`src/rtl/tank_bullet.sv`:
```
// tank_bullet: single-bullet projectile engine for one tank.
// Launches from the cell ahead of the tank, steps on frame ticks, dies on map exit or hit.
module tank_bullet #(
  parameter int X_MAX          = 39,
  parameter int Y_MAX          = 29,
  parameter int STEP_TICKS     = 2,
  parameter int COOLDOWN_TICKS = 8
) (
  input  logic       clk,
  input  logic       rst,
  input  logic       tick,
  input  logic       fire,
  input  logic [5:0] tank_x,
  input  logic [5:0] tank_y,
  input  logic [1:0] tank_dir,
  input  logic       hit,
  output logic       bullet_valid,
  output logic [5:0] bullet_x,
  output logic [5:0] bullet_y,
  output logic [1:0] bullet_dir,
  output logic       fire_ready
);

  // state    | meaning
  // IDLE     | no bullet; fire accepted, held in pending until the next tick
  // FLY      | bullet alive, one cell per STEP_TICKS ticks
  // COOLDOWN | bullet dead, reloading for COOLDOWN_TICKS ticks
  typedef enum logic [1:0] {IDLE = 2'd0, FLY = 2'd1, COOLDOWN = 2'd2} state_t;

  localparam logic [1:0] DIR_UP   = 2'd0;
  localparam logic [1:0] DIR_DOWN = 2'd1;
  localparam logic [1:0] DIR_LEFT = 2'd2;

  state_t     state_q, state_d;
  logic       pending_q, pending_d;
  logic [3:0] step_cnt_q, step_cnt_d;
  logic [7:0] cd_cnt_q, cd_cnt_d;
  logic       valid_q, valid_d;
  logic [5:0] x_q, x_d, y_q, y_d;
  logic [1:0] dir_q, dir_d;

  logic       launch_req, launch_ok, move_due, exit_map, cd_done;
  logic [5:0] launch_x, launch_y, move_x, move_y;

  // True when one more step in d would leave the map; checked before any add/subtract.
  function automatic logic at_edge(input logic [5:0] x, input logic [5:0] y, input logic [1:0] d);
    case (d)
      DIR_UP:   at_edge = (y >= 6'(Y_MAX));
      DIR_DOWN: at_edge = (y == 6'd0);
      DIR_LEFT: at_edge = (x == 6'd0);
      default:  at_edge = (x >= 6'(X_MAX));
    endcase
  endfunction

  function automatic logic [11:0] step_cell(input logic [5:0] x, input logic [5:0] y,
                                            input logic [1:0] d);
    case (d)
      DIR_UP:   step_cell = {x, y + 6'd1};
      DIR_DOWN: step_cell = {x, y - 6'd1};
      DIR_LEFT: step_cell = {x - 6'd1, y};
      default:  step_cell = {x + 6'd1, y};
    endcase
  endfunction

  assign {launch_x, launch_y} = step_cell(tank_x, tank_y, tank_dir);
  assign {move_x, move_y}     = step_cell(x_q, y_q, dir_q);

  assign launch_req = (state_q == IDLE) && tick && (fire || pending_q);
  assign launch_ok  = launch_req && !at_edge(tank_x, tank_y, tank_dir);
  assign move_due   = (state_q == FLY) && tick && !hit && (step_cnt_q == 4'(STEP_TICKS - 1));
  assign exit_map   = move_due && at_edge(x_q, y_q, dir_q);
  assign cd_done    = (state_q == COOLDOWN) &&
                      ((COOLDOWN_TICKS == 0) ||
                       (tick && (({1'b0, cd_cnt_q} + 9'd1) >= 9'(COOLDOWN_TICKS))));

  always_ff @(posedge clk or posedge rst) begin
    if (rst) begin
      state_q    <= IDLE;
      pending_q  <= 1'b0;
      step_cnt_q <= '0;
      cd_cnt_q   <= '0;
      valid_q    <= 1'b0;
      x_q        <= '0;
      y_q        <= '0;
      dir_q      <= '0;
    end else begin
      state_q    <= state_d;
      pending_q  <= pending_d;
      step_cnt_q <= step_cnt_d;
      cd_cnt_q   <= cd_cnt_d;
      valid_q    <= valid_d;
      x_q        <= x_d;
      y_q        <= y_d;
      dir_q      <= dir_d;
    end
  end

  always_comb begin
    state_d = state_q;
    unique case (state_q)
      IDLE:     if (launch_ok) state_d = FLY;
      FLY:      if (hit || exit_map) state_d = COOLDOWN;
      COOLDOWN: if (cd_done) state_d = IDLE;
      default:  state_d = IDLE;
    endcase
  end

  always_comb begin
    pending_d  = pending_q;
    step_cnt_d = step_cnt_q;
    cd_cnt_d   = cd_cnt_q;
    valid_d    = valid_q;
    x_d        = x_q;
    y_d        = y_q;
    dir_d      = dir_q;
    unique case (state_q)
      IDLE: begin
        if (launch_req) pending_d = 1'b0;
        else if (fire)  pending_d = 1'b1;
        if (launch_ok) begin
          x_d        = launch_x;
          y_d        = launch_y;
          dir_d      = tank_dir;
          valid_d    = 1'b1;
          step_cnt_d = '0;
        end
      end
      FLY: begin
        // hit beats a same-cycle move: the bullet dies where it was drawn.
        if (hit) begin
          valid_d  = 1'b0;
          cd_cnt_d = '0;
        end else if (move_due) begin
          step_cnt_d = '0;
          if (exit_map) begin
            valid_d  = 1'b0;
            cd_cnt_d = '0;
          end else begin
            x_d = move_x;
            y_d = move_y;
          end
        end else if (tick) begin
          step_cnt_d = step_cnt_q + 4'd1;
        end
      end
      COOLDOWN: if (tick) cd_cnt_d = cd_cnt_q + 8'd1;
      default: ;
    endcase
  end

  always_comb begin
    fire_ready   = (state_q == IDLE);
    bullet_valid = valid_q;
    bullet_x     = x_q;
    bullet_y     = y_q;
    bullet_dir   = dir_q;
  end

endmodule

```
`config.mk`:
```
export PLATFORM = sky130hd
export DESIGN_NAME = tank_bullet
export DESIGN_NICKNAME = d
export VERILOG_FILES = /design/src/rtl/tank_bullet.sv
export SDC_FILE = /design/constraint.sdc
export NUM_CORES = 1
export LEC_CHECK = 0
export BUFFER_PORTS_ARGS = -buffer_cell sky130_fd_sc_hd__buf_2
export CAP_MARGIN = 20
export CORE_MARGIN = 8
export CORE_UTILIZATION = 60
export CTS_BUF_LIST = sky130_fd_sc_hd__clkbuf_8
export CTS_CLUSTER_DIAMETER = 40
export DETAILED_ROUTE_END_ITERATION = 16
export GPL_TIMING_DRIVEN = 0
export PLACE_DENSITY_LB_ADDON = 0.3
export SYNTH_ARGS = -nofsm -noshare
export SYNTH_HDL_FRONTEND = slang
export SYNTH_SLANG_ARGS = --single-unit
```
`constraint.sdc`:
```
create_clock -name clk -period 2.7 [get_ports clk]
set_input_delay 0.27 -clock clk [delete_from_list [all_inputs] [get_ports clk]]
set_output_delay 0.27 -clock clk [all_outputs]
set_load 0.02 [all_outputs]
```
## Word level (Yosys, flattened, before mapping)

Index checks and enable logic that the tools add are counted.

- Register bits after elaboration: 30
- Latch bits: 0
- Bits in writable memories: 0
- Bits in read-only memories: 0
- Input port bits: 19
- Output and inout bits: 16
- Logic and storage cells: 111
- Memories: 0

- Add/subtract/negate cells: 11
- $mul: 0
- Div/mod/pow operators: 0
- $lt $le $gt $ge: 5
- Equal/unequal tests: 21
- Shift operators: 0
- Mux-type cells: 35
- Bitwise operators: 0
- Reductions and logical operators: 31

Operator list:

| kind | number |
|---|---|
| $pmux W12 S3 | 2 |
| $mux W6 | 8 |
| $mux W8 | 4 |
| $add A6 B1 Y6 const B | 4 |
| $logic_not A6 Y1 | 4 |
| $pmux W6 S2 | 2 |
| $sub A6 B1 Y6 const B | 4 |
| $mux W4 | 4 |
| $ne A2 B2 Y1 const B | 8 |
| $pmux W8 S2 | 1 |
| $reduce_and A7 Y1 | 2 |
| $ge A6 B5 Y1 const B | 2 |
| $ge A6 B6 Y1 const B | 2 |
| $reduce_and A4 Y1 | 3 |
| $add A8 B1 Y9 const B | 1 |
| $ge A9 B4 Y1 const B | 1 |
| $logic_and A1 B1 Y1 | 9 |
| $ne A3 B3 Y1 const B | 3 |
| $add A8 B1 Y8 const B | 1 |
| $pmux W4 S2 | 1 |
| $eq A2 B1 Y1 const B | 3 |
| $eq A2 B2 Y1 const B | 3 |
| $logic_not A2 Y1 | 3 |
| $mux W1 | 6 |
| other kinds (13) | 22 |

## Longest topological paths before layout

Gate-level depths: netlist of run 1.

- Depth in word-level cells: 9
- Mapped depth: 12
- Gate-level depth less buffers: 9

## Worst setup path after synthesis of run 1

Ideal clock, no wire load.

- Path type: input -> register
- From: input port tank_dir[1]
- To: register y_q[5] (netlist: bullet_y[5])
- Setup time: 126 ps
- Data arrival time: 2854 ps
- Required time: 2574 ps
- Path slack: -280 ps
- Stages: 12
- Path buffers: 3
- Path through: clkbuf_1 clkbuf_1 clkbuf_1 nand2b_1 inv_1 ha_1 or4b_2 a21oi_1 nand3b_1 xnor2_1 nor2_1 a221o_1

- Longest elaborated chain between the ends: 6
- Elaborated cells between the ends (all ways): 11
- Those cells by class: eq/ne (3); mux (4); reduce/logical (4)

RTL lines:

| item | RTL line | RTL |
|---|---|---|
| start, declared | 15 | `input logic [1:0] tank_dir,` |
| $eq A2 B2 Y1 (tied with other cells) | 47, 57 |  |
| $pmux W1 S3 | 47 | `case (d)` |
| $logic_not A1 Y1 | 69 | `assign launch_ok = launch_req && !at_edge(tank_x, tank_y, tank_dir);` |
| $logic_and A1 B1 Y1 | 69 |  |
| $ne A2 B1 Y1 (no line) | -- |  |
| $reduce_and A7 Y1 (no line) | -- |  |
| end signal, assigned | 93 | `y_q <= y_d;` |
| end, declared | 39 | `logic [5:0] x_q, x_d, y_q, y_d;` |

Parallel ways exist; a longest one is shown, timed or not. The select of a mux whose other input is x is not followed.
A chain may end at the register's enable or synchronous reset.

## Worst setup path after layout of run 1

Ends and elaborated chain as after synthesis.

==> results.yml, run 1 <==
sta:
  max_freq_mhz: 392
  timing.final.ws_setup_ns: 0.148
  final-max-slew-violation-count: 0
  finalHoldViolations: 0
  fin_skew_ns: 0.00222
  max-slew-margin-rel: 0.578
  tightest_slew_ns: 0.627
  finalSetupViolCount: 0
  setup_tns_ns: 0
  rsz0062_at_grt: "false"
  period_needed_ns: 2.55
  fin_crit_sh: 0.945
placed_design:
  post-dp-hpwl_mm: 4.92
  io_buffers: 34
  gp_congestion: 0.844
  post-place-ws_ns: -0.377
worst_setup_path:
  critPathMaxStageDelay_ns: 0.67
  cp_cell_sequence: "clkbuf_4, clkbuf_8, clkbuf_4, nand2b_1, inv_1, ha_1, or4b_2, a21oi_1, nand3b_1, xnor2_1, nor2_1, a221o_1"
  cp.required_ns: 2.87
  crit_top_cell: "clkbuf_4"
  reg2reg_to: "bullet_y[5]"
  critical_path_class: "input port to flop"
  cp-start-kind: "input port"
  slowest_stage: "or4b_2"
  end_kind: "flop"
  reg2reg_depth: 8
  reg2reg_from: "bullet_dir[0]"
  ff2ff_setup_slack_ns: 0.26
  cp_max_fo: 14
  crit_arrival_ns: 2.72
  startpoint: "tank_dir[1]"
layout:
  area_growth_pct: 13.6
  layout_commonest_cell: "buf_2"
  antenna_cells: 0
  layout.nets: 382
  most-common-layout-cells: "34 x buf_2, 30 x dfrtp_1, 21 x nor2_1, 21 x a21oi_1, 19 x ha_1"
  drive_gt1_frac: 0.185
die:
  initial_utilization: 0.617
  rows: 24
  die_area_um2: 6800
  fp.dieW_um: 82.5
  core_area_um2: 4290
  ioPinCount: 35
  die_h_um: 82.5
synthesis:
  yosys.area.top_type_share: 0.283
  netlist_instances: 299
  avgSynthCellArea_um2: 8.86
  synth_edf_count: 0
  synth.area.top_cells: "dfrtp_1 28%, ha_1 9.0%, xnor2_1 4.3%"
  ys_seq_area_frac: 0.283
  async_flop_share: 1.00
  syn-num-nets: 341
  synth_cell_types: 64
  synth-seq-cells: 30
  syn_area_um2: 2650
  synth.largest_area_cell: "dfrtp_1"
  synth_flop_cell: "dfrtp_1"
  yosys_warnings: 0
routing:
  drc: 0
  antenna_left: 0
  via_count: 2529
  wirelength_mm: 6.41
  drt_iter0_drc: 127
  first_pass_iters: 4
  drt-wirelength-per-cell_um: 16.3
  routed_via_density: 6.45
power:
  p_per_area_nw_per_um2: 999
  power.share.clock: 0.110
  intPower_uw: 1610
  seqPwrFrac: 0.280
  p_leak_uw: 0.00135
  ir_drop_uv: 860
  switching_power_uw: 1400
  comb_power_share: 0.610
  p_sw_frac: 0.465
grt:
  antenna_found_initial: 0
  grt_max_degree: 20
  grt_usage: 0.201
  grt_pass1_wl_mm: 10.9
  grt_pass1_vias: 2504
  gr-total-overflow: 0
clocking:
  clk_pin_slew_ns: 0.06
  cts_tree: "done"
  cts.path.max_buffers: 2
  clock_sinks: 30
  clock_latency_ns: 0.28
  htree_levels: 2
  cts_setup_buffers: 0
  hold_buffers: 0
  root_buffer: "clkbuf_8"
  numCtsBuffers: 5
run_status:
  outcome: "completed"
worst_hold_path:
  hold_class: "input port to asynchronous set/reset pin"
job:
  max_cap_violations: 0
==> Yosys cell counts (3+ instances only) <==
master,count
o21a_1,5
inv_1,12
fa_1,4
nor2b_1,9
nand2_1,15
nand3_1,10
a21o_1,6
clkbuf_1,8
nor2_1,21
and2_1,3
nor3_1,9
o21bai_1,4
a2bb2oi_1,5
ha_1,19
o21ai_0,18
dfrtp_1,30
xnor2_1,13
xor2_1,6
o22ai_1,10
nor3b_1,4
nand2b_1,5
a22o_1,5
a21oi_1,21
or4_1,4
==> registers in the layout (all words and copies together), names as in the netlist <==
register,count
pending_q,1
step_cnt_q,4
cd_cnt_q,8
bullet_y,6
bullet_x,6
bullet_valid,1
bullet_dir,2
state_q,2
==> cells by family (layout without fill, tap and decap cells) <==
logic type      Yosys count  count (layout)  synth area share
xor+xnor                 19              19            0.0628
buf+inv                  22              63            0.0345
mux                       5               5            0.0236
compound gates          103             103             0.276
simple gates             97              97             0.200
flops                    30              30             0.283
fa+ha+maj                23              23             0.120
==> area by class of cell <==
cell class / count / area [um^2]
fill: 351 / 1280
inverter: 12 / 45.0
clock buffer: 5 / 68.8
timing repair buffer: 35 / 200
tap: 52 / 65.1
multi-input combinational: 247 / 1820
clock inverter: 2 / 7.51
buffer: 9 / 56.3
sequential: 30 / 751
==> power by group through the flow <==
stage	logic (uW)	registers (uW)	clock network (uW)
floorplan	1260	916	0
global route	2020	864	353
CTS	1810	833	333
finish	1840	842	331
detailed placement	1800	835	0
global placement	1740	830	0
==> layer usage <==
metal	vias to the layer above	global-route usage	wire [um]
met2	72	0.335	3070
met5	-	0	0
met1	1232	0.253	2950
met4	0	0.0579	71
li1	1212	-	-
met3	13	0.0433	313
==> worst max-delay path: cells and delay by family <==
kind | cells | cell delay (ns)
xor+xnor | 1 | 0.13
buf+inv | 4 | 0.70
fa+ha+maj | 1 | 0.23
compound gates | 2 | 0.37
simple gates | 4 | 1.02
==> worst max-delay path by stage <==
stage          depth (start not counted)  slack [ns]     endpoint
6_report                              12        0.15  bullet_y[5]
3_5_place_dp                          13       -0.38  bullet_y[5]
4_1_cts                               12        0.10  bullet_y[5]
5_1_grt                               12        0.01  bullet_y[5]
3_3_place_gp                          13       -0.35  bullet_y[5]
2_1_floorplan                         12        0.04  bullet_y[5]
==> repair_timing <==
item	in CTS	in global routing
gates resized for setup	2	3
pin swaps	0	0
setup endpoints to repair	1	10
==> through the flow <==
stage,hold slack (ns),power [uW],cells,instance area [um^2],utilization
floorplan,0.361,2180,299,2660,-
global placement,0.472,2570,385,2890,0.673
detailed placement,0.353,2640,386,2920,0.680
CTS,0.0524,2980,392,3000,0.698
global route,0.0873,3230,392,3010,0.701
finish,0.0332,3010,392,3010,0.701
Note: power is estimated with default switching activity, not from simulation.
==> run 2: changes to the inputs <==
Settings changed: CORE_ASPECT_RATIO set to 2, PLACE_DENSITY set to 0.87, PLACE_DENSITY_LB_ADDON 0.3 to unset.
==> run 2 against run 1 <==
Against the previous run:
- non-clock buffer count unchanged
- routed wire length up 5.5%
- fmax up 3.1%
- clock power up 34%
- global-route usage down 0.47 points
- clock-buffer cell count unchanged
- clock skew up 0.0032 ns
- sequential cell count unchanged
==> results.yml, run 2 (same netlist as run 1, synthesis figures left out) <==
sta:
  max_freq_mhz: 404
  period_needed_ns: 2.48
  whs_ns: 0.291
  rsz0062_at_grt: "false"
  timing.final.ws_setup_ns: 0.224
  fin_skew_ns: 0.00544
  fin_crit_sh: 0.917
  max-slew-margin-rel: 0.554
  setup_tns_ns: 0
  finalSetupViolCount: 0
  tightest_slew_ns: 0.661
  finalHoldViolations: 0
  final-max-slew-violation-count: 0
clocking:
  numCtsBuffers: 5
  clock_latency_ns: 0.28
  clock_sinks: 30
  htree_levels: 2
  clk_pin_slew_ns: 0.07
  cts.path.max_buffers: 2
  root_buffer: "clkbuf_8"
  cts_tree: "done"
die:
  ioPinCount: 35
  die_area_um2: 6930
  fp.dieW_um: 63.0
  rows: 34
  initial_utilization: 0.617
  die_h_um: 110
  core_area_um2: 4300
worst_setup_path:
  critical_path_class: "flop to flop"
  cp_cell_sequence: "nor2b_1, ha_1, a211oi_1, o21bai_1, a21oi_1, xnor2_1, nor2_1, a221o_1"
  cp.buffers_inverters: 0
  crit_family: "compound AO/OA/AOI/OAI gates"
  slowest_stage: "nor2b_1"
  end_kind: "flop"
  critPathMaxStageDelay_ns: 0.51
  cp-start-kind: "flop"
  cp.required_ns: 2.87
  cp_max_fo: 6
  crit_arrival_ns: 2.64
grt:
  gr-total-overflow: 0
  grt_pass1_vias: 2589
  grt_max_degree: 31
  grt_pass1_wl_mm: 11.3
  antenna_found_initial: 0
  grt_usage: 0.196
routing:
  wirelength_mm: 6.76
  first_pass_iters: 4
  via_count: 2521
  drc: 0
  antenna_left: 0
  drt-wirelength-per-cell_um: 17.1
  routed_via_density: 6.38
  drt_iter0_drc: 125
worst_hold_path:
  hold_class: "input port to flop"
layout:
  largest_reg_flops: 8
  final_cells: 395
  most-common-layout-cells: "35 x buf_2, 30 x dfrtp_1, 21 x nor2_1, 21 x a21oi_1, 19 x ha_1"
  layout_commonest_cell: "buf_2"
  antenna_cells: 0
  multi_input_area_um2: 1810
  drive_gt1_frac: 0.188
  area_growth_pct: 14.6
  seq_area_um2: 751
  fillers: 342
  regMostFlops: "cd_cnt_q"
  layout.nets: 382
power:
  p_per_area_nw_per_um2: 1030
  ir_drop_uv: 624
  p_leak_uw: 0.00136
  finalPower_uw: 3120
run_status:
  outcome: "completed"
placed_design:
  post-dp-hpwl_mm: 5.33
  dp.cells: 387
  gp_congestion: 0.852
  post-place-ws_ns: -0.423
  io_buffers: 34
job:
  max_cap_violations: 0
==> run 2: worst paths after layout <==
kind	slack [ns]	to	from	cells after the start
max	0.22	bullet_y[5]	bullet_dir[0]	8
min	0.29	pending_q	fire	3
max reg2reg	0.22	bullet_y[5]	bullet_dir[0]	8
min reg2reg	0.51	cd_cnt_q[7]	cd_cnt_q[7]	1
max in group asynchronous	1.83	bullet_x[1]	rst	4
min in group asynchronous	0.46	cd_cnt_q[5]	rst	3
==> run 2: metrics by stage <==
step	instance area (um^2)	utilization
3_3_place_gp	2890	0.674
5_1_grt	3040	0.707
2_1_floorplan	2660	-
3_5_place_dp	2890	0.674
4_1_cts	3000	0.698
6_report	3040	0.707
==> run 2: tightest hold or removal path, cell delays in order <==
cell and delay [ns]:
buf_2 0.10, a21oi_1 0.06, a21oi_1 0.11
==> run 2: power by group <==
group	leakage (uW)	internal, uW	switching, uW	total, uW
clock	0.0000579	271	172	443
sequential	0.000380	606	238	845
combinational	0.000919	827	1000	1830
==> run 2: timing repair <==
item,in CTS,in global routing
setup endpoints to repair,1,2
hold endpoints to repair,0,4
resized for setup,0,3
hold buffers,0,1
setup buffers,0,0
==> run 2: final cells by class <==
class	count	area share
Multi-Input combinational cell	247	0.596
Buffer	8	0.0152
Tap cell	54	0.0222
Timing Repair Buffer	36	0.0684
Clock inverter	3	0.0132
Clock buffer	5	0.0227
Sequential cell	30	0.247
Inverter	12	0.0148
==> run 2: routing by layer <==
| layer | wire, um | vias to the layer above | track usage |
|---|---|---|---|
| li1 | - | 1203 | - |
| met5 | 0 | - | 0 |
| met2 | 3850 | 71 | 0.388 |
| met3 | 260 | 12 | 0.0182 |
| met1 | 2510 | 1235 | 0.192 |
| met4 | 136 | 0 | 0.110 |
==> run 3: changes to the inputs <==
Settings changed: CORE_UTILIZATION 60 to 65, PLACE_DENSITY 0.87 to 0.93.
Clock period 2.7 ns to 2.9 ns, I/O delays scaled along.
==> run 3 against run 2 <==
Against the previous run:
- setup slack worse by 0.069 ns
- clock power is 25% lower
- final area is 1.0% lower
- total power is 9.4% lower
- clock skew is 0.00081 ns lower
- global-route usage is 2.9 points higher
- routed wire length is 0.10% higher
- critical path type is now input port to flop
- highest routed layer unchanged
==> results.yml, run 3 (same netlist as run 1, synthesis figures left out) <==
sta:
  rsz0062_at_grt: "false"
  tightest_slew_ns: 0.740
  max_freq_mhz: 364
  period_needed_ns: 2.74
  timing.final.ws_setup_ns: 0.155
  fin_crit_sh: 0.947
  max-slew-margin-rel: 0.507
  final-max-slew-violation-count: 0
  fin_skew_ns: 0.00463
  finalSetupViolCount: 0
  finalHoldViolations: 0
placed_design:
  io_buffers: 34
  gp_congestion: 0.943
  post-dp-hpwl_mm: 5.20
  post-place-ws_ns: -0.437
  dpl_cell_area_um2: 2890
power:
  p_per_area_nw_per_um2: 941
  switching_power_uw: 1310
  p_leak_uw: 0.00135
  ir_drop_uv: 939
  p_sw_frac: 0.462
  seqPwrFrac: 0.278
  power.share.clock: 0.118
  intPower_uw: 1520
  comb_power_share: 0.603
clocking:
  clock_sinks: 30
  root_buffer: "clkbuf_8"
  clk_pin_slew_ns: 0.06
  cts_setup_buffers: 0
  cts_tree: "done"
  clock_latency_ns: 0.28
  numCtsBuffers: 5
  cts.path.max_buffers: 2
  htree_levels: 2
routing:
  wirelength_mm: 6.77
  drc: 0
  drt-wirelength-per-cell_um: 17.2
  via_count: 2552
  drt_iter0_drc: 123
  routed_via_density: 6.49
  antenna_left: 0
  first_pass_iters: 4
grt:
  gr-total-overflow: 0
  met3_usage: 0.0472
  antenna_found_initial: 0
  grt_max_degree: 31
  grt_pass1_wl_mm: 11.5
  busiest_layer: "met2"
  met2_usage: 0.367
  grt_pass1_vias: 2580
  gr-usage-met1: 0.259
  grt_usage: 0.225
layout:
  drive_gt1_frac: 0.185
  area_growth_pct: 13.4
  layout_commonest_cell: "buf_2"
  postLayoutCellArea_um2: 3010
  regMostFlops: "cd_cnt_q"
  fillers: 309
  most-common-layout-cells: "36 x buf_2, 30 x dfrtp_1, 21 x nor2_1, 21 x a21oi_1, 19 x ha_1"
  antenna_cells: 0
  largest_reg_flops: 8
  layout.nets: 382
die:
  initial_utilization: 0.662
  fp.dieW_um: 61.2
  rows: 33
  core_area_um2: 4010
  die_area_um2: 6500
  die_h_um: 106
  ioPinCount: 35
job:
  max_cap_violations: 0
worst_setup_path:
  reg2reg_to: "bullet_x[5]"
  startpoint: "tank_dir[1]"
  reg2reg_from: "bullet_dir[1]"
  cp_max_fo: 14
  ff2ff_setup_slack_ns: 0.36
  cp-endpoint: "bullet_y[5]"
  cp-start-kind: "input port"
  cp.required_ns: 3.06
  crit_arrival_ns: 2.91
  critical_path_class: "input port to flop"
  end_kind: "flop"
  reg2reg_depth: 8
run_status:
  outcome: "completed"
worst_hold_path:
  hold_class: "input port to asynchronous set/reset pin"
[run 3: area by class of cell]
cell class	instances	area, um^2	area share
Buffer	9	47.5	0.0158
Clock buffer	6	82.6	0.0275
Clock inverter	2	8.76	0.00291
Inverter	12	45.0	0.0150
Multi-Input combinational cell	247	1810	0.602
Sequential cell	30	751	0.250
Tap cell	52	65.1	0.0216
Timing Repair Buffer	35	198	0.0658
[run 3: metrics by stage]
step	util	power (uW)	cells	TNS, ns	hold WS (ns)
detailed placement	0.721	2470	385	-0.787	0.501
floorplan	-	2030	299	0	0.381
global route	0.750	3060	393	0	0.0541
CTS	0.743	2820	392	0	0.317
global placement	0.721	2370	385	-0.632	0.466
finish	0.750	2830	393	0	0.0279
[run 3: worst min path at each step]
stage / end / startpoint / slack, ns
after floorplan: bullet_dir[0] / rst / 0.38
after global placement: cd_cnt_q[7] / cd_cnt_q[7] / 0.47
after detailed placement: cd_cnt_q[7] / cd_cnt_q[7] / 0.50
after CTS: state_q[0] / rst / 0.32
after global routing: state_q[0] / rst / 0.05
final: state_q[1] / rst / 0.03
[run 3: repair_timing]
| action | 4_1_cts | 5_1_grt |
|---|---|---|
| hold buffers | 0 | 0 |
| setup endpoints to repair | 2 | 2 |
| gates resized for setup | 0 | 3 |
| gates cloned | 0 | 0 |
[run 3: power by group through the flow]
stage / combinational (uW) / sequential, uW / clock [uW]
5_1_grt: 1880 / 814 / 361
2_1_floorplan: 1180 / 852 / 0
4_1_cts: 1690 / 781 / 341
3_5_place_dp: 1690 / 780 / 0
6_report: 1710 / 787 / 334
3_3_place_gp: 1600 / 767 / 0
[run 3: layer usage]
| metal | part of all wire | wire [um] |
|---|---|---|
| met1 | 0.39 | 2670 |
| met2 | 0.52 | 3540 |
| met3 | 0.044 | 299 |
| met4 | 0.038 | 256 |
| met5 | 0 | 0 |
[run 3: critical path, cell delays in order]
cell and delay, ns:
buf_2 0.21, clkbuf_4 0.25, buf_2 0.24, nand2b_1 0.17
inv_1 0.10, ha_1 0.23, or4b_2 0.66, a21oi_1 0.15
nand3b_1 0.14, xnor2_1 0.14, nor2_1 0.07, a221o_1 0.25
